`src/rtl/mm_pkg.sv`:
```
// Shared definitions for the matrix multiplier and its result reader.
package mm_pkg;

  // Readout / multiply sequencing states.
  typedef enum logic [1:0] {
    IDLE  = 2'd0,
    READ  = 2'd1,
    DRAIN = 2'd2
  } state_t;

endpackage

```
`src/rtl/stream_fifo2.sv`:
```
// Two-entry FIFO used as the skid buffer in front of the output stream.
// The head entry is presented combinationally on dout; a push and pop in the
// same cycle leave the count unchanged and preserve order.
module stream_fifo2 #(
  parameter int WIDTH = 34
) (
  input  logic             clk,
  input  logic             rst,
  input  logic             push,
  input  logic [WIDTH-1:0] din,
  input  logic             pop,
  output logic [WIDTH-1:0] dout,
  output logic             empty,
  output logic             full,
  output logic [1:0]       cnt
);

  logic [WIDTH-1:0] mem_r [2];
  logic             wr_ptr_r;
  logic             rd_ptr_r;
  logic [1:0]       cnt_r;
  logic             do_push_s;
  logic             do_pop_s;

  assign empty     = (cnt_r == 2'd0);
  assign full      = (cnt_r == 2'd2);
  assign cnt       = cnt_r;
  assign dout      = mem_r[rd_ptr_r];
  // A pop frees the head slot, so a push into a full FIFO is safe in that cycle.
  assign do_pop_s  = pop & ~empty;
  assign do_push_s = push & (~full | do_pop_s);

  // Storage, pointers and occupancy count.
  always_ff @(posedge clk or posedge rst) begin
    if (rst) begin
      mem_r[0] <= '0;
      mem_r[1] <= '0;
      wr_ptr_r <= 1'b0;
      rd_ptr_r <= 1'b0;
      cnt_r    <= 2'd0;
    end else begin
      if (do_push_s) begin
        mem_r[wr_ptr_r] <= din;
        wr_ptr_r        <= ~wr_ptr_r;
      end
      if (do_pop_s) begin
        rd_ptr_r <= ~rd_ptr_r;
      end
      case ({do_push_s, do_pop_s})
        2'b10:   cnt_r <= cnt_r + 2'd1;
        2'b01:   cnt_r <= cnt_r - 2'd1;
        default: cnt_r <= cnt_r;
      endcase
    end
  end

endmodule

```
`src/rtl/matrix_result_reader.sv`:
```
// Reads the Z_ROWS x Z_COLS result matrix out of the result RAM in row-major
// order and streams it on a valid/ready interface with row and matrix markers.
// Reads are credit-limited so that at most two elements are ever held between
// the RAM read port and the output (one in flight plus FIFO contents).
module matrix_result_reader
  import mm_pkg::*;
#(
  parameter int ADDR_WIDTH = 32,
  parameter int DATA_WIDTH = 32,
  parameter int Z_ROWS     = 5,
  parameter int Z_COLS     = 5,
  parameter int BASE_ADDR  = 0
) (
  input  logic                  clk,
  input  logic                  rst,
  input  logic                  start,
  output logic                  z_rd_en,
  output logic [ADDR_WIDTH-1:0] z_rd_addr,
  input  logic [DATA_WIDTH-1:0] z_rd_data,
  output logic                  m_valid,
  input  logic                  m_ready,
  output logic [DATA_WIDTH-1:0] m_data,
  output logic                  m_row_last,
  output logic                  m_last,
  output logic                  busy,
  output logic                  done
);

  localparam int N     = Z_ROWS * Z_COLS;
  localparam int IDX_W = $clog2(N + 1);
  localparam int COL_W = (Z_COLS > 1) ? $clog2(Z_COLS) : 1;
  localparam int FW    = DATA_WIDTH + 2;

  localparam logic [IDX_W-1:0] N_IDX    = IDX_W'(N);
  localparam logic [IDX_W-1:0] LAST_IDX = IDX_W'(N - 1);
  localparam logic [COL_W-1:0] LAST_COL = COL_W'(Z_COLS - 1);

  state_t                state_r;
  logic [IDX_W-1:0]      rd_idx_r;
  logic [COL_W-1:0]      rd_col_r;
  logic [IDX_W-1:0]      out_idx_r;
  logic [COL_W-1:0]      out_col_r;
  logic                  inflight_r;
  logic [1:0]            inflight_flags_r;
  logic [ADDR_WIDTH-1:0] last_addr_r;

  logic                  pop_s;
  logic                  push_s;
  logic                  issue_s;
  logic [2:0]            credit_s;
  logic [ADDR_WIDTH-1:0] issue_addr_s;
  logic                  fifo_empty_s;
  logic                  fifo_full_s;
  logic [1:0]            fifo_cnt_s;
  logic [FW-1:0]         fifo_dout_s;

  // Elements already claimed downstream of the read port once this cycle's pop retires.
  assign credit_s     = {1'b0, fifo_cnt_s} + {2'b00, inflight_r} - {2'b00, pop_s};
  assign issue_s      = (state_r == READ) && (rd_idx_r < N_IDX) && (credit_s < 3'd2);
  assign issue_addr_s = ADDR_WIDTH'(BASE_ADDR) + ADDR_WIDTH'(rd_idx_r);

  assign pop_s        = m_valid & m_ready;
  assign push_s       = inflight_r & (~fifo_full_s | pop_s);

  assign z_rd_en      = issue_s;
  assign m_valid      = ~fifo_empty_s;
  assign m_row_last   = fifo_dout_s[FW-1];
  assign m_last       = fifo_dout_s[FW-2];
  assign m_data       = fifo_dout_s[DATA_WIDTH-1:0];
  assign busy         = (state_r != IDLE);
  assign done         = (state_r == DRAIN) && pop_s &&
                        (out_idx_r == LAST_IDX) && (out_col_r == LAST_COL);

  // Address output follows rd_idx while issuing and otherwise holds the last address used.
  always_comb begin
    z_rd_addr = last_addr_r;
    if (issue_s) begin
      z_rd_addr = issue_addr_s;
    end else begin
      z_rd_addr = last_addr_r;
    end
  end

  // Readout sequencer with its read-side and output-side position counters.
  always_ff @(posedge clk or posedge rst) begin
    if (rst) begin
      state_r     <= IDLE;
      rd_idx_r    <= '0;
      rd_col_r    <= '0;
      out_idx_r   <= '0;
      out_col_r   <= '0;
      last_addr_r <= '0;
    end else begin
      case (state_r)
        IDLE: begin
          if (start) begin
            state_r   <= READ;
            rd_idx_r  <= '0;
            rd_col_r  <= '0;
            out_idx_r <= '0;
            out_col_r <= '0;
          end
        end
        READ: begin
          if (rd_idx_r == N_IDX) begin
            state_r <= DRAIN;
          end
        end
        DRAIN: begin
          if (done) begin
            state_r <= IDLE;
          end
        end
        default: begin
          state_r <= IDLE;
        end
      endcase

      if (issue_s) begin
        rd_idx_r    <= rd_idx_r + IDX_W'(1);
        rd_col_r    <= (rd_col_r == LAST_COL) ? '0 : rd_col_r + COL_W'(1);
        last_addr_r <= issue_addr_s;
      end

      if (pop_s) begin
        out_idx_r <= out_idx_r + IDX_W'(1);
        out_col_r <= (out_col_r == LAST_COL) ? '0 : out_col_r + COL_W'(1);
      end
    end
  end

  // Track the read in flight together with the markers that belong to its element.
  always_ff @(posedge clk or posedge rst) begin
    if (rst) begin
      inflight_r       <= 1'b0;
      inflight_flags_r <= 2'b00;
    end else begin
      inflight_r       <= issue_s;
      inflight_flags_r <= {(rd_col_r == LAST_COL), (rd_idx_r == LAST_IDX)};
    end
  end

  stream_fifo2 #(
    .WIDTH (FW)
  ) u_fifo (
    .clk   (clk),
    .rst   (rst),
    .push  (push_s),
    .din   ({inflight_flags_r, z_rd_data}),
    .pop   (pop_s),
    .dout  (fifo_dout_s),
    .empty (fifo_empty_s),
    .full  (fifo_full_s),
    .cnt   (fifo_cnt_s)
  );

endmodule

```
`config.mk`:
```
export PLATFORM = sky130hd
export DESIGN_NAME = matrix_result_reader
export DESIGN_NICKNAME = d
export VERILOG_FILES = /design/src/rtl/mm_pkg.sv /design/src/rtl/stream_fifo2.sv /design/src/rtl/matrix_result_reader.sv
export SDC_FILE = /design/constraint.sdc
export NUM_CORES = 1
export LEC_CHECK = 0
export ABC_AREA = 1
export BUFFER_PORTS_ARGS = -buffer_cell sky130_fd_sc_hd__buf_2
export CAP_MARGIN = 5
export CELL_PAD_IN_SITES_DETAIL_PLACEMENT = 0
export CELL_PAD_IN_SITES_GLOBAL_PLACEMENT = 1
export CORE_ASPECT_RATIO = 0.6
export CORE_MARGIN = 2
export CORE_UTILIZATION = 38
export CTS_CLUSTER_DIAMETER = 50
export DETAILED_ROUTE_END_ITERATION = 10
export HOLD_SLACK_MARGIN = 0.06
export PLACE_DENSITY_LB_ADDON = 0.1
export SETUP_SLACK_MARGIN = 0.05
export SYNTH_ARGS = -nofsm -noshare
export SYNTH_HDL_FRONTEND = slang
export SYNTH_HIERARCHICAL = 1
export SYNTH_SLANG_ARGS = --single-unit
```
`constraint.sdc`:
```
create_clock -name clk -period 2.75 [get_ports clk]
set_input_delay 0.1375 -clock clk [delete_from_list [all_inputs] [get_ports clk]]
set_output_delay 0.1375 -clock clk [all_outputs]
set_load 0.005 [all_outputs]
```
== After elaboration in Yosys (flattened, before gate mapping) ==
Index checks and enable logic that the tools add are counted.

* Register bits: 125
* Output and inout bits: 70
* Word-level logic and storage cells: 90

* Add/sub/neg operators: 8
* Order comparisons: 5
* Equal/unequal tests: 13
* Multiplexer cells: 22
* Bitwise gates (word level): 12
* Reductions and logical operators: 17

{| class="wikitable"
|+ Operators by type and width
! kind !! number
|-
| $mux W34 || 4
|-
| $bwmux W68 || 1
|-
| $demux W34 S1 || 1
|-
| $mux W32 || 1
|-
| $mux W5 || 4
|-
| $mux W3 || 6
|-
| $eq A5 B5 Y1 const B || 3
|-
| $reduce_bool A2 Y1 || 6
|-
| $add A5 B1 Y5 const B || 2
|-
| $add A3 B1 Y3 const B || 2
|-
| $eq A2 B2 Y1 const B || 3
|-
| $eq A3 B3 Y1 const B || 2
|-
| $logic_and A1 B1 Y1 || 6
|-
| $mux W2 || 3
|-
| $pmux W2 S3 || 1
|-
| $lt A5 B5 Y1 const B || 1
|-
| $and A1 B1 Y1 || 4
|-
| $eq A2 B1 Y1 const B || 2
|-
| $ge A2 B2 Y1 const B || 2
|-
| $logic_not A2 Y1 || 2
|-
| $ne A2 B2 Y1 const B || 2
|-
| $not A1 Y1 || 4
|-
| $not A1 Y2 || 2
|-
| $pmux W2 S2 || 1
|-
| other kinds (10) || 12
|}

== Depth between registers and ports, before layout ==
Gate-level depths: netlist of the first run.

* Depth after elaboration: 8
* Depth in mapped cells: 17

== Cells and area by module ==
The synthesis of the first run kept the hierarchy.

{| class="wikitable"
|+ Modules (own cells, without submodules)
! module !! times used !! cells an instance !! area each (um^2) !! seq. area each (um^2)
|-
| stream_fifo2 || 1 || 394 || 3,175.5 || 1,801.7
|-
| matrix_result_reader || 1 || 248 || 2,501.1 || 1,326.3
|}

== Least setup slack after synthesis of the first run ==
Ideal clock, no wire load.

* Path type: register to output
* Start: reg u_fifo.cnt_r[1] (netlist: u_fifo/cnt[1])
* End: out, netlist name z_rd_addr[12]
* Arrival: 2,512 ps
* Required time: 2,612 ps
* Path slack: 100 ps
* Stages on the path, launching flop included: 16
* Buffers on the path: 1
* Cells stage by stage: dfrtp_1 -> inv_2 -> nand2_1 -> inv_1 -> inv_1 -> nand2_1 -> clkinv_1 -> nor2_1 -> o21ai_0 -> fa_1 -> nand3_2 -> nor2_8 -> nand2_8 -> inv_8 -> buf_12 -> nor2_4

{| class="wikitable"
|+ RTL lines
! item !! RTL line !! RTL
|-
| start: declaration || stream_fifo2.sv:21 || <nowiki>logic [1:0] cnt_r;</nowiki>
|-
| start signal: assignment || stream_fifo2.sv:50 || <nowiki>2'b10: cnt_r <= cnt_r + 2'd1;</nowiki>
|-
| start signal: assignment || stream_fifo2.sv:51 || <nowiki>2'b01: cnt_r <= cnt_r - 2'd1;</nowiki>
|-
| start signal: assignment || stream_fifo2.sv:52 || <nowiki>default: cnt_r <= cnt_r;</nowiki>
|}

== Worst setup path after layout of the first run ==
* Start: reg u_fifo.cnt_r[1] (netlist: u_fifo/cnt[1])
* End: out z_rd_addr[1]

* Cells in the longest elaborated chain, start to end: 7

{| class="wikitable"
|+ RTL lines
! item !! RTL line !! RTL
|-
| $logic_not A2 Y1 || stream_fifo2.sv:25 || <nowiki>assign empty = (cnt_r == 2'd0);</nowiki>
|-
| via fifo_empty_s || matrix_result_reader.sv:52 || <nowiki>logic fifo_empty_s;</nowiki>
|-
| $not A1 Y1 || matrix_result_reader.sv:66 || <nowiki>assign m_valid = ~fifo_empty_s;</nowiki>
|-
| $and A1 B1 Y1 || matrix_result_reader.sv:62 || <nowiki>assign pop_s = m_valid & m_ready;</nowiki>
|-
| via pop_s || matrix_result_reader.sv:47 || <nowiki>logic pop_s;</nowiki>
|-
| $sub A3 B1 Y3 || matrix_result_reader.sv:58 || <nowiki>assign credit_s = {1'b0, fifo_cnt_s} + {2'b00, inflight_r} - {2'b00, pop_s};</nowiki>
|-
| $lt A3 B2 Y1 || matrix_result_reader.sv:59 || <nowiki>assign issue_s = (state_r == READ) && (rd_idx_r < N_IDX) && (credit_s < 3'd2);</nowiki>
|-
| $logic_and A1 B1 Y1 || matrix_result_reader.sv:59 ||
|-
| $mux W32 || matrix_result_reader.sv:77 || <nowiki>if (issue_s) begin</nowiki>
|-
| end: declaration || matrix_result_reader.sv:18 || <nowiki>output logic [ADDR_WIDTH-1:0] z_rd_addr,</nowiki>
|}

The timed path passes the listed nets, and every way through them passes these cells.

==> qor.txt, run 1 <==
Final ANT Viol Nets: 0
Post-Syn Area: 5677 um2
gpl congestion: 0.7459
Levels on crit path: 15
clock transition at the registers of the reported paths: 60 ps
Synth Area in Compound Gates: 0.08486
synth top area cells: dfrtp_1 (55%), nand2_1 (14%), o21ai_0 (6.2%), inv_1 (5.9%), nor2_4 (3.8%)
post-synth top area cell: dfrtp_1
endpoints failing setup: 0
DP Wirelength: 8232 um
simple-gate share of the synthesized area: 0.2396
number of flops mapped to enable cells by yosys: 0
Max-Slew Margin vs Limit: 0.5761
Max stage delay cell, worst path: fa_1
Crit Path Class: register to output pin
Least-Margin Pin Slew: 635.1 ps
die height: 98.68 um
CP bufs+invs: 6
final worst setup slack: 4.208 ps
Final Power: 9.264 mW
count leader, synth: nand2_1
Worst path max stage delay: 500 ps
Initial Util: 0.3902
Setup Skew: 9.525 ps
vias post-DR: 4581
Post-Place Setup Slack: 82.05 ps
RSZ-0062 raised after global routing: yes
Synth top area share: 0.5510
Switching Share: 0.3946
Hold WS: 298.0 ps
CP max FO: 8
Netlist cell types: 37
reg-to-reg endpoint: inflight_r$_DFF_PP0_
initial antenna violation count: 0
CP most frequent cell: inv_2
period utilisation layout: 0.9985
nets: 854
CP startpoint kind: register
Clock Path Buffers: 2
Tot GR Track Use: 0.1768
CP Data Required Time: 2610 ps
P_leak: 4.063 nW
Rows: 34
vias in the first global route: 4484
R2R setup slack: 450 ps
fill count: 1336
Die Width: 161.8 um
total nets after synthesis: 688
syn_area_per_cell: 8.842 um2
first-pass GRT wire length: 22290 um
outcome: finished, final reports clean
VDD IR max: 0.4427 mV
prevailing post-synth register cell: dfrtp_1
CTS Root Cell: clkbuf_16
Antenna Cells: 0
Max Fclk: 364.2 MHz
Final min period: 2746 ps
Placeable Area: 14550 um2
Vias/cell: 4.496
CTS H-tree depth: 4
crit path from: u_fifo/cnt[1]$_DFFE_PP0P_
Clk network pwr share: 0.250
Arr. time, crit path: 2610 ps
largest net degree at the start of global routing: 69
largest family of logic cells by synthesized area: simple AND/OR/NAND/NOR gates
DIE AREA: 15960 um2
ys async rst share: 1.000
drt pass-1 iters: 8
crit-path cells: inv_2 -> nand2_2 -> inv_2 -> inv_2 -> nand2_4 -> clkinv_4 -> nor2_4 -> o21ai_2 -> fa_1 -> nand3_2 -> nor2_8 -> nand2_8 -> buf_6 -> o21ai_2 -> buf_2
Synth Area in Adders: 0.02336
maxcap violations: 0
total grt overflow: 0
Final Hold Vio Count: 0
Tightest Hold Check Type: primary input to async pin
total CTS buffers: 17
cells after synthesis: 642
Placed Area: 6409 um2
share of cells above drive strength 1: 0.2875
post-synthesis xor/xnor area fraction: 0.006171
design area: 7794 um2
power share of the combinational group: 0.446
synth cell count leaders: nand2_1 (213), dfrtp_1 (125), inv_1 (89)
Slew Limit Fails: 0
Seq pwr share: 0.304
# DRC: 0
IO buf count: 105
Ports: 106
Routed WL: 13110 um
P_sw: 3.656 mW
Crit. End Element: output pin
CP delay by family, top: simple AND/OR/NAND/NOR gates
portion of netlist area occupied by mux cells: 0
clock sinks: 125
Critical Path End: z_rd_addr[1]
register area share after synthesis: 0.5510
worst r2r src: u_fifo/cnt[1]$_DFFE_PP0P_
Yosys reg bits: 125
P_int: 5.608 mW
initial drt markers: 263
clock tree from TritonCTS: yes
Syn. warnings: 6
worst skew pair latency: 410 ps
Worst Reg-to-Reg Cells: 16
PD cells: 1189 nW/um2
Routed wire per std cell: 12.86 um
Area Growth Syn to Fin: 37.29%
cell families after synthesis:
logic type	count (synthesis)
xor+xnor	4
simple gates	292
compound gates	90
flops	125
buf+inv	121
fa+ha+maj	10
metrics by stage:
step                cells  utilization  setup TNS (ps)
detailed placement    931       0.4405               0
finish               1019       0.5357               0
global placement      931       0.4405               0
CTS                  1012       0.5260           -1729
global route         1019       0.5357           -4008
floorplan             642            -               0
layout make-up:
| type | count | area, um2 | area share |
|---|---|---|---|
| multi-input cells | 397 | 2141 | 0.2747 |
| repair inverters | 2 | 50.05 | 0.006422 |
| flip-flops and latches | 125 | 3128 | 0.4013 |
| clock inverters | 14 | 185.2 | 0.02376 |
| well taps | 198 | 247.7 | 0.03179 |
| inverters | 95 | 389.1 | 0.04993 |
| clock buffers | 18 | 429.2 | 0.05507 |
| repair buffers | 170 | 1224 | 0.1570 |
power groups by stage:
stage	Combinational, mW	Clock, mW	Sequential (mW)
3_5_place_dp	3.13	0	2.83
4_1_cts	4.00	2.38	2.81
3_3_place_gp	3.07	0	2.81
6_report	4.13	2.32	2.81
2_1_floorplan	2.33	0	2.76
5_1_grt	4.63	2.47	2.90
sequential cells by signal, summed over array words and instances (netlist names), 2 cells and up:
signal,count
u_fifo/mem_r,68
last_addr_r,32
out_idx_r,5
rd_idx_r,5
out_col_r,3
rd_col_r,3
inflight_flags_r,2
state_r,2
u_fifo/cnt,2
layout by cell type (no fill, tap or decap), types with 2 or more instances in the layout:
master / n
dlygate4sd3_1: 33
nand4_1: 10
or2_2: 2
o21ai_2: 10
inv_2: 7
buf_12: 7
inv_1: 84
nor2_4: 29
o21ai_0: 66
dfrtp_1: 125
nand2_4: 3
nand3_1: 22
ha_1: 9
buf_2: 101
nand2_2: 5
nand2_1: 208
clkinv_16: 2
inv_6: 4
buf_6: 6
nor2_1: 6
bufinv_16: 3
nand3_2: 3
o21ai_1: 9
buf_4: 22
clkbuf_16: 17
clkinvlp_4: 3
xor2_1: 3
clkinv_4: 4
repair_timing:
item                       4_1_cts  5_1_grt
setup endpoints to repair       33       33
hold buffers                    33        0
buffers inserted                13        7
hold endpoints to repair       115        0
gates cloned                     3        0
resized for setup               47       13
pin swaps                       12       11
how the worst min path moves through the flow:
stage / start / endpoint / slack (ps) / depth (start not counted)
after floorplan: z_rd_data[0] / u_fifo/mem_r[34]$_DFFE_PP0P_ / 290 / 2
after global placement: rst / inflight_r$_DFF_PP0_ / 150 / 2
after detailed placement: rst / inflight_r$_DFF_PP0_ / 170 / 2
after CTS: m_ready / u_fifo/wr_ptr_r$_DFFE_PP0P_ / 250 / 6
after global routing: rst / last_addr_r[28]$_DFF_PP0_ / 320 / 3
final: rst / last_addr_r[21]$_DFF_PP0_ / 300 / 3
per-layer routing:
layer	track usage	up-vias	routed length [um]
met5	0	-	0
met4	0.04901	0	81
met3	0.04545	8	676
met2	0.2547	126	5560
met1	0.2637	2130	6789
li1	-	2317	-
worst min-delay path: cells and delay by family:
family | cells | cell delay [ps]
buffers and inverters | 3 | 980
(Power assumes the default switching activity.)
==> inputs of run 2 (changes only) <==
--- a/config.mk
+++ b/config.mk
@@ -6,15 +6,15 @@
 export NUM_CORES = 1
 export LEC_CHECK = 0
 export ABC_AREA = 1
-export BUFFER_PORTS_ARGS = -buffer_cell sky130_fd_sc_hd__buf_2
 export CAP_MARGIN = 5
 export CELL_PAD_IN_SITES_DETAIL_PLACEMENT = 0
 export CELL_PAD_IN_SITES_GLOBAL_PLACEMENT = 1
 export CORE_ASPECT_RATIO = 0.6
 export CORE_MARGIN = 2
-export CORE_UTILIZATION = 38
+export CORE_UTILIZATION = 51
 export CTS_CLUSTER_DIAMETER = 50
 export DETAILED_ROUTE_END_ITERATION = 10
+export DONT_BUFFER_PORTS = 1
 export HOLD_SLACK_MARGIN = 0.06
 export PLACE_DENSITY_LB_ADDON = 0.1
 export SETUP_SLACK_MARGIN = 0.05
==> constraint.sdc (replaced) <==
create_clock -name clk -period 3.4 [get_ports clk]
set_input_delay 0.34 -clock clk [delete_from_list [all_inputs] [get_ports clk]]
set_output_delay 0.34 -clock clk [all_outputs]
set_load 0.005 [all_outputs]
==> run 2 against run 1 <==
  * Clock skew fell by 3.1 ps
  * Critical endpoint is now z_rd_addr[20]
  * Utilization rose by 6.4 points
  * Non-clock buffer count fell by 158
  * Clock power fell by 27%
  * Largest cell class unchanged
  * Combinational power fell by 43%
==> qor.txt, run 2 (synthesis gave the netlist of run 1 again) <==
fill count: 904 (was 1336)
IO buf count: 0 (was 105)
Tightest Hold Check Type: primary input to register (was primary input to async pin)
most frequent cells in the layout: nand2_1 (212), dfrtp_1 (123), inv_1 (87) (was nand2_1 (208), dfrtp_1 (125), buf_2 (101))
Setup Skew: 6.444 ps (was 9.525 ps)
clock transition at the registers of the reported paths: 60 ps (about the same)
clock sinks: 125 (unchanged)
worst skew pair latency: 410 ps (about the same)
Antenna Cells: 0 (unchanged)
PD cells: 988.8 nW/um2 (was 1189 nW/um2)
maxcap violations: 0 (unchanged)
die height: 85.72 um (was 98.68 um)
FF/Latch Area: 3131 um2 (was 3128 um2)
area of the multi-input gates: 2041 um2 (was 2141 um2)
DP Wirelength: 7733 um (was 8232 um)
Rows: 29 (was 34)
setup_tns: 0 ps (unchanged)
total grt overflow: 0 (unchanged)
# DRC: 0 (unchanged)
Max Fclk: 314.6 MHz
CTS Root Cell: clkbuf_16 (unchanged)
endpoints failing setup: 0 (unchanged)
Arr. time, crit path: 2840 ps (was 2610 ps)
total CTS buffers: 17 (unchanged)
nets: 695 (was 854)
Routed WL: 11810 um (was 13110 um)
most common cell after layout, fill and taps aside: nand2_1 (unchanged)
Slew Limit Fails: 0 (unchanged)
outcome: finished, final reports clean (unchanged)
CP startpoint kind: register (unchanged)
max reg flops: 68 (unchanged)
Initial Util: 0.5303 (was 0.3902)
Tot GR Track Use: 0.2094 (was 0.1768)
Final Power: 6.343 mW (was 9.264 mW)
initial antenna violation count: 0 (unchanged)
period utilisation layout: 0.9349
clock tree from TritonCTS: yes (unchanged)
Crit Path Class: register to output pin (unchanged)
DIE AREA: 12020 um2 (was 15960 um2)
Area Growth Syn to Fin: 13.00% (was 37.29%)
biggest regs: u_fifo/mem_r (68), last_addr_r (32) (unchanged)
Final min period: 3179 ps
Crit. End Element: output pin (unchanged)
CP max FO: 13 (was 8)
first-pass GRT wire length: 19530 um (was 22290 um)
Vias/cell: 5.062 (was 4.496)
Max-Slew Margin vs Limit: 0.2577 (was 0.5761)
largest net degree at the start of global routing: 70 (was 69)
Placeable Area: 10700 um2 (was 14550 um2)
CP Data Required Time: 3060 ps (was 2610 ps)
Clock Path Buffers: 2 (unchanged)
Routed wire per std cell: 14.74 um (was 12.86 um)
Least-Margin Pin Slew: 1112 ps (was 635.1 ps)
RSZ-0062 raised after global routing: yes (unchanged)
vias post-DR: 4055 (was 4581)
initial drt markers: 228 (was 263)
vias in the first global route: 3922 (was 4484)
CTS H-tree depth: 4 (unchanged)
Die Width: 140.2 um (was 161.8 um)
VDD IR max: 0.7351 mV (was 0.4427 mV)
Post-Place Setup Slack: 271.1 ps (was 82.05 ps)
share of cells above drive strength 1: 0.1360 (was 0.2875)
Ports: 106 (unchanged)
Biggest register: u_fifo/mem_r (unchanged)
Final ANT Viol Nets: 0 (unchanged)
gpl congestion: 0.8034 (was 0.7459)
P_leak: 3.258 nW (was 4.063 nW)
Final Hold Vio Count: 0 (unchanged)
drt pass-1 iters: 5 (was 8)
final worst setup slack: 221.5 ps (was 4.208 ps)
## run 2: changes by cell type in the layout (fill, tap and decap cells not counted), moves of 4 or more
cell / before / now
nand2_1: 208 / 212
buf_2: 101 / 0
nand2_2: 5 / 1
nor2_1: 6 / 15
buf_12: 7 / 2
buf_6: 6 / 0
dlygate4sd3_1: 33 / 2
inv_6: 4 / 9
buf_4: 22 / 8
nor2_4: 29 / 20
## run 2: area by class of cell
cell class,instances,area share
repair inverters,1,0.002536
clock inverters,14,0.01892
clock buffers,18,0.06846
multi-input cells,397,0.3181
inverters,95,0.05812
well taps,139,0.02711
flip-flops and latches,125,0.4880
repair buffers,12,0.01872
## run 2: through the flow
step / util / instances / hold WS, ps / instance area (um2)
floorplan: - / 642 / 452.9 / 5677
global placement: 0.5386 / 763 / 368.6 / 5766
detailed placement: 0.5386 / 763 / 385.6 / 5766
CTS: 0.5959 / 798 / 62.55 / 6379
global route: 0.5993 / 801 / 72.56 / 6415
finish: 0.5993 / 801 / 79.57 / 6415
## run 2: worst max-delay path: stages, from the launching register on
cell	delay, ps
dfrtp_2	460
inv_1	90
nand2_1	80
inv_1	60
inv_1	90
nand2_4	120
clkinv_1	80
nor2_1	80
o21ai_0	100
fa_1	510
nand3_2	130
nor2_8	210
nand2_8	160
inv_12	190
nor2_4	50
## run 2: what timing repair did
item | in CTS | in global routing
setup buffers | 0 | 2
hold endpoints to repair | 33 | 0
gates resized for setup | 11 | 2
setup endpoints to repair | 31 | 33
hold buffers | 2 | 0
pin swaps | 0 | 2
gates cloned | 1 | 1
## run 2: routing by layer
layer | global-route usage | routed length, um | vias up
li1 | - | - | 1991
met2 | 0.2959 | 5087 | 124
met4 | 0.06887 | 104 | 0
met3 | 0.08152 | 981 | 9
met5 | 0 | 0 | -
met1 | 0.2980 | 5633 | 1931
## run 2: final timing paths
kind,start,to,slack [ps],cells past startpoint
worst max-delay path,u_fifo/cnt[0]$_DFFE_PP0P_,z_rd_addr[20],220,14
worst min-delay path,z_rd_data[1],u_fifo/mem_r[35]$_DFFE_PP0P_,80,2
worst max register to register,u_fifo/cnt[0]$_DFFE_PP0P_,last_addr_r[20]$_DFF_PP0_,860,14
worst min register to register,u_fifo/mem_r[0]$_DFFE_PP0P_,u_fifo/mem_r[0]$_DFFE_PP0P_,480,2
max in group asynchronous,rst,u_fifo/mem_r[25]$_DFFE_PP0P_,2010,3
min in group asynchronous,rst,last_addr_r[11]$_DFF_PP0_,90,1
## run 2: power by group
group          total [mW]  internal [mW]  switching [mW]
Clock                1.70          0.977           0.721
Combinational        2.35          0.717            1.63
Sequential           2.30           1.99           0.310
Total                6.34           3.68            2.66
==> inputs of run 3 (changes only) <==
--- a/config.mk
+++ b/config.mk
@@ -17,6 +17,7 @@
 export DONT_BUFFER_PORTS = 1
 export HOLD_SLACK_MARGIN = 0.06
 export PLACE_DENSITY_LB_ADDON = 0.1
+export REMOVE_ABC_BUFFERS = 1
 export SETUP_SLACK_MARGIN = 0.05
 export SYNTH_ARGS = -nofsm -noshare
 export SYNTH_HDL_FRONTEND = slang
==> run 3 against run 2 <==
  * Sequential share of layout area up 0.18 points
  * Final cell count down 0.25%
  * Die area unchanged
  * Clock skew up 5.7 ps
==> qor.txt, run 3 (synthesis gave the netlist of run 1 again) <==
Post-Place Setup Slack: 280.8 ps (was 271.1 ps)
clock tree from TritonCTS: yes (unchanged)
vias post-DR: 4010 (was 4055)
clock transition at the registers of the reported paths: 60 ps (about the same)
DP Wirelength: 7597 um (was 7733 um)
gpl congestion: 0.7750 (was 0.8034)
first-pass GRT wire length: 19270 um (was 19530 um)
IO buf count: 0 (unchanged)
max reg flops: 68 (unchanged)
Hold WS: 79.21 ps (was 79.57 ps)
period utilisation layout: 0.9351 (was 0.9349)
worst skew pair latency: 410 ps (about the same)
initial drt markers: 221 (was 228)
worst r2r src: u_fifo/cnt[0]$_DFFE_PP0P_ (unchanged)
Antenna Cells: 0 (unchanged)
Area Growth Syn to Fin: 12.54% (was 13.00%)
VDD IR max: 0.3734 mV (was 0.7351 mV)
Crit. End Element: output pin (unchanged)
DIE AREA: 12020 um2 (unchanged)
RSZ-0062 raised after global routing: no (was yes)
biggest regs: u_fifo/mem_r (68), last_addr_r (32) (unchanged)
final worst setup slack: 220.7 ps (was 221.5 ps)
Seq pwr share: 0.365 (was 0.363)
outcome: finished, final reports clean (unchanged)
Max Fclk: 314.5 MHz (was 314.6 MHz)
drt pass-1 iters: 5 (unchanged)
CTS H-tree depth: 4 (unchanged)
CP max FO: 20 (was 13)
Biggest register: u_fifo/mem_r (unchanged)
most common cell after layout, fill and taps aside: nand2_1 (unchanged)
Initial Util: 0.5303 (unchanged)
Routed WL: 11490 um (was 11810 um)
top layer reached by signal wires: met4 (unchanged)
fin util: 0.5968 (was 0.5993)
Routed wire per std cell: 14.38 um (was 14.74 um)
Tot GR Track Use: 0.2050 (was 0.2094)
Rows: 29 (unchanged)
nets: 693 (was 695)
P_int: 3.704 mW (was 3.684 mW)
Max-Slew Margin vs Limit: 0.2634 (was 0.2577)
P_sw: 2.582 mW (was 2.659 mW)
share of cells above drive strength 1: 0.1333 (was 0.1360)
R2R setup slack: 800 ps (was 860 ps)
Clock Path Buffers: 2 (unchanged)
Crit Path Class: register to output pin (unchanged)
total grt overflow: 0 (unchanged)
power share of the combinational group: 0.364 (was 0.370)
Switching Share: 0.4108 (was 0.4192)
Setup Skew: 12.11 ps (was 6.444 ps)
Clk network pwr share: 0.271 (was 0.268)
# DRC: 0 (unchanged)
Die Width: 140.2 um (unchanged)
largest net degree at the start of global routing: 58 (was 70)
met3 wire length: 931 um (was 981 um)
wire length on met2: 5020 um (was 5087 um)
vias in the first global route: 3912 (was 3922)
P_leak: 3.241 nW (was 3.258 nW)
Vias/cell: 5.019 (was 5.062)
Final ANT Viol Nets: 0 (unchanged)
total CTS buffers: 17 (unchanged)
initial antenna violation count: 0 (unchanged)
clock sinks: 125 (unchanged)
Metal-1 WL: 5458 um (was 5633 um)
Ports: 106 (unchanged)
most frequent cells in the layout: nand2_1 (212), dfrtp_1 (124), inv_1 (87) (was nand2_1 (212), dfrtp_1 (123), inv_1 (87))
CTS Root Cell: clkbuf_16 (unchanged)
Final min period: 3179 ps (about the same)
crit path from: u_fifo/cnt[0]$_DFFE_PP0P_ (unchanged)
setup_tns: 0 ps (unchanged)
Arr. time, crit path: 2840 ps (about the same)
CP startpoint kind: register (unchanged)
maxcap violations: 0 (unchanged)
Slew Limit Fails: 0 (unchanged)
die height: 85.72 um (unchanged)
Final Power: 6.286 mW (was 6.343 mW)
Least-Margin Pin Slew: 1103 ps (was 1112 ps)
PD cells: 983.9 nW/um2 (was 988.8 nW/um2)
Placeable Area: 10700 um2 (unchanged)
Final Hold Vio Count: 0 (unchanged)
Tightest Hold Check Type: primary input to async pin (was primary input to register)
CP Data Required Time: 3060 ps (about the same)
endpoints failing setup: 0 (unchanged)
==> run 3: cell types whose count changed in the layout (fill, tap and decap cells not counted), sizes merged <==
cell and delta:
clkinv +2, inv -5, dlygate4sd3 -1, bufinv +1, nand2 -1, clkinvlp +2
==> run 3: path summary, 6_finish.rpt <==
path / cells past startpoint / end
max in group asynchronous: 3 / u_fifo/cnt[1]$_DFFE_PP0P_
worst min register to register: 2 / u_fifo/mem_r[65]$_DFFE_PP0P_
min in group clk: 2 / u_fifo/mem_r[38]$_DFFE_PP0P_
worst min-delay path: 1 / last_addr_r[13]$_DFF_PP0_
worst max register to register: 10 / u_fifo/mem_r[6]$_DFFE_PP0P_
worst max-delay path: 14 / z_rd_addr[10]
==> run 3: power by group through the flow <==
stage	Combinational, mW	Clock [mW]	Sequential [mW]
after global placement	2.10	0	2.29
after floorplan	1.61	0	2.27
after CTS	2.28	1.74	2.29
after global routing	2.60	1.81	2.36
final	2.29	1.70	2.29
after detailed placement	2.18	0	2.31
==> run 3: through the flow <==
| stage | cells | cell area, um2 |
|---|---|---|
| 2_1_floorplan | 616 | 5502 |
| 3_3_place_gp | 763 | 5766 |
| 3_5_place_dp | 763 | 5766 |
| 4_1_cts | 797 | 6370 |
| 5_1_grt | 799 | 6389 |
| 6_report | 799 | 6389 |
==> run 3: critical path, cell delays in order (launching register included) <==
cell and delay, ps:
dfrtp_1 450, inv_1 100, nand2_1 90, inv_1 60, inv_1 70, nand2_2 140, clkinv_1 100, nor2_1 90
o21ai_0 100, fa_1 510, nand3_2 130, nor2_8 160, nand2_8 160, inv_16 160, nor2_1 90
==> run 3: what timing repair did <==
item | in CTS | in global routing
hold buffers | 1 | 0
setup buffers | 0 | 2
gates cloned | 1 | 0
endpoints found under the setup margin | 31 | 33
pin swaps | 0 | 2
hold endpoints to repair | 11 | 0
gates resized for setup | 10 | 1
==> run 3: cell type report <==
cell class / count / area (um2)
inverters: 95 / 372.9
repair inverters: 1 / 16.27
clock buffers: 18 / 429.2
fillers: 930 / 4315
well taps: 139 / 173.9
multi-input cells: 396 / 2023
repair buffers: 11 / 110.1
flip-flops and latches: 125 / 3129
clock inverters: 14 / 133.9
==> run 3: metal layers <==
layer | track usage | vias to the layer above
met4 | 0.06979 | 0
met1 | 0.2874 | 1905
li1 | - | 1985
met5 | 0 | -
met2 | 0.2946 | 112
met3 | 0.07873 | 8
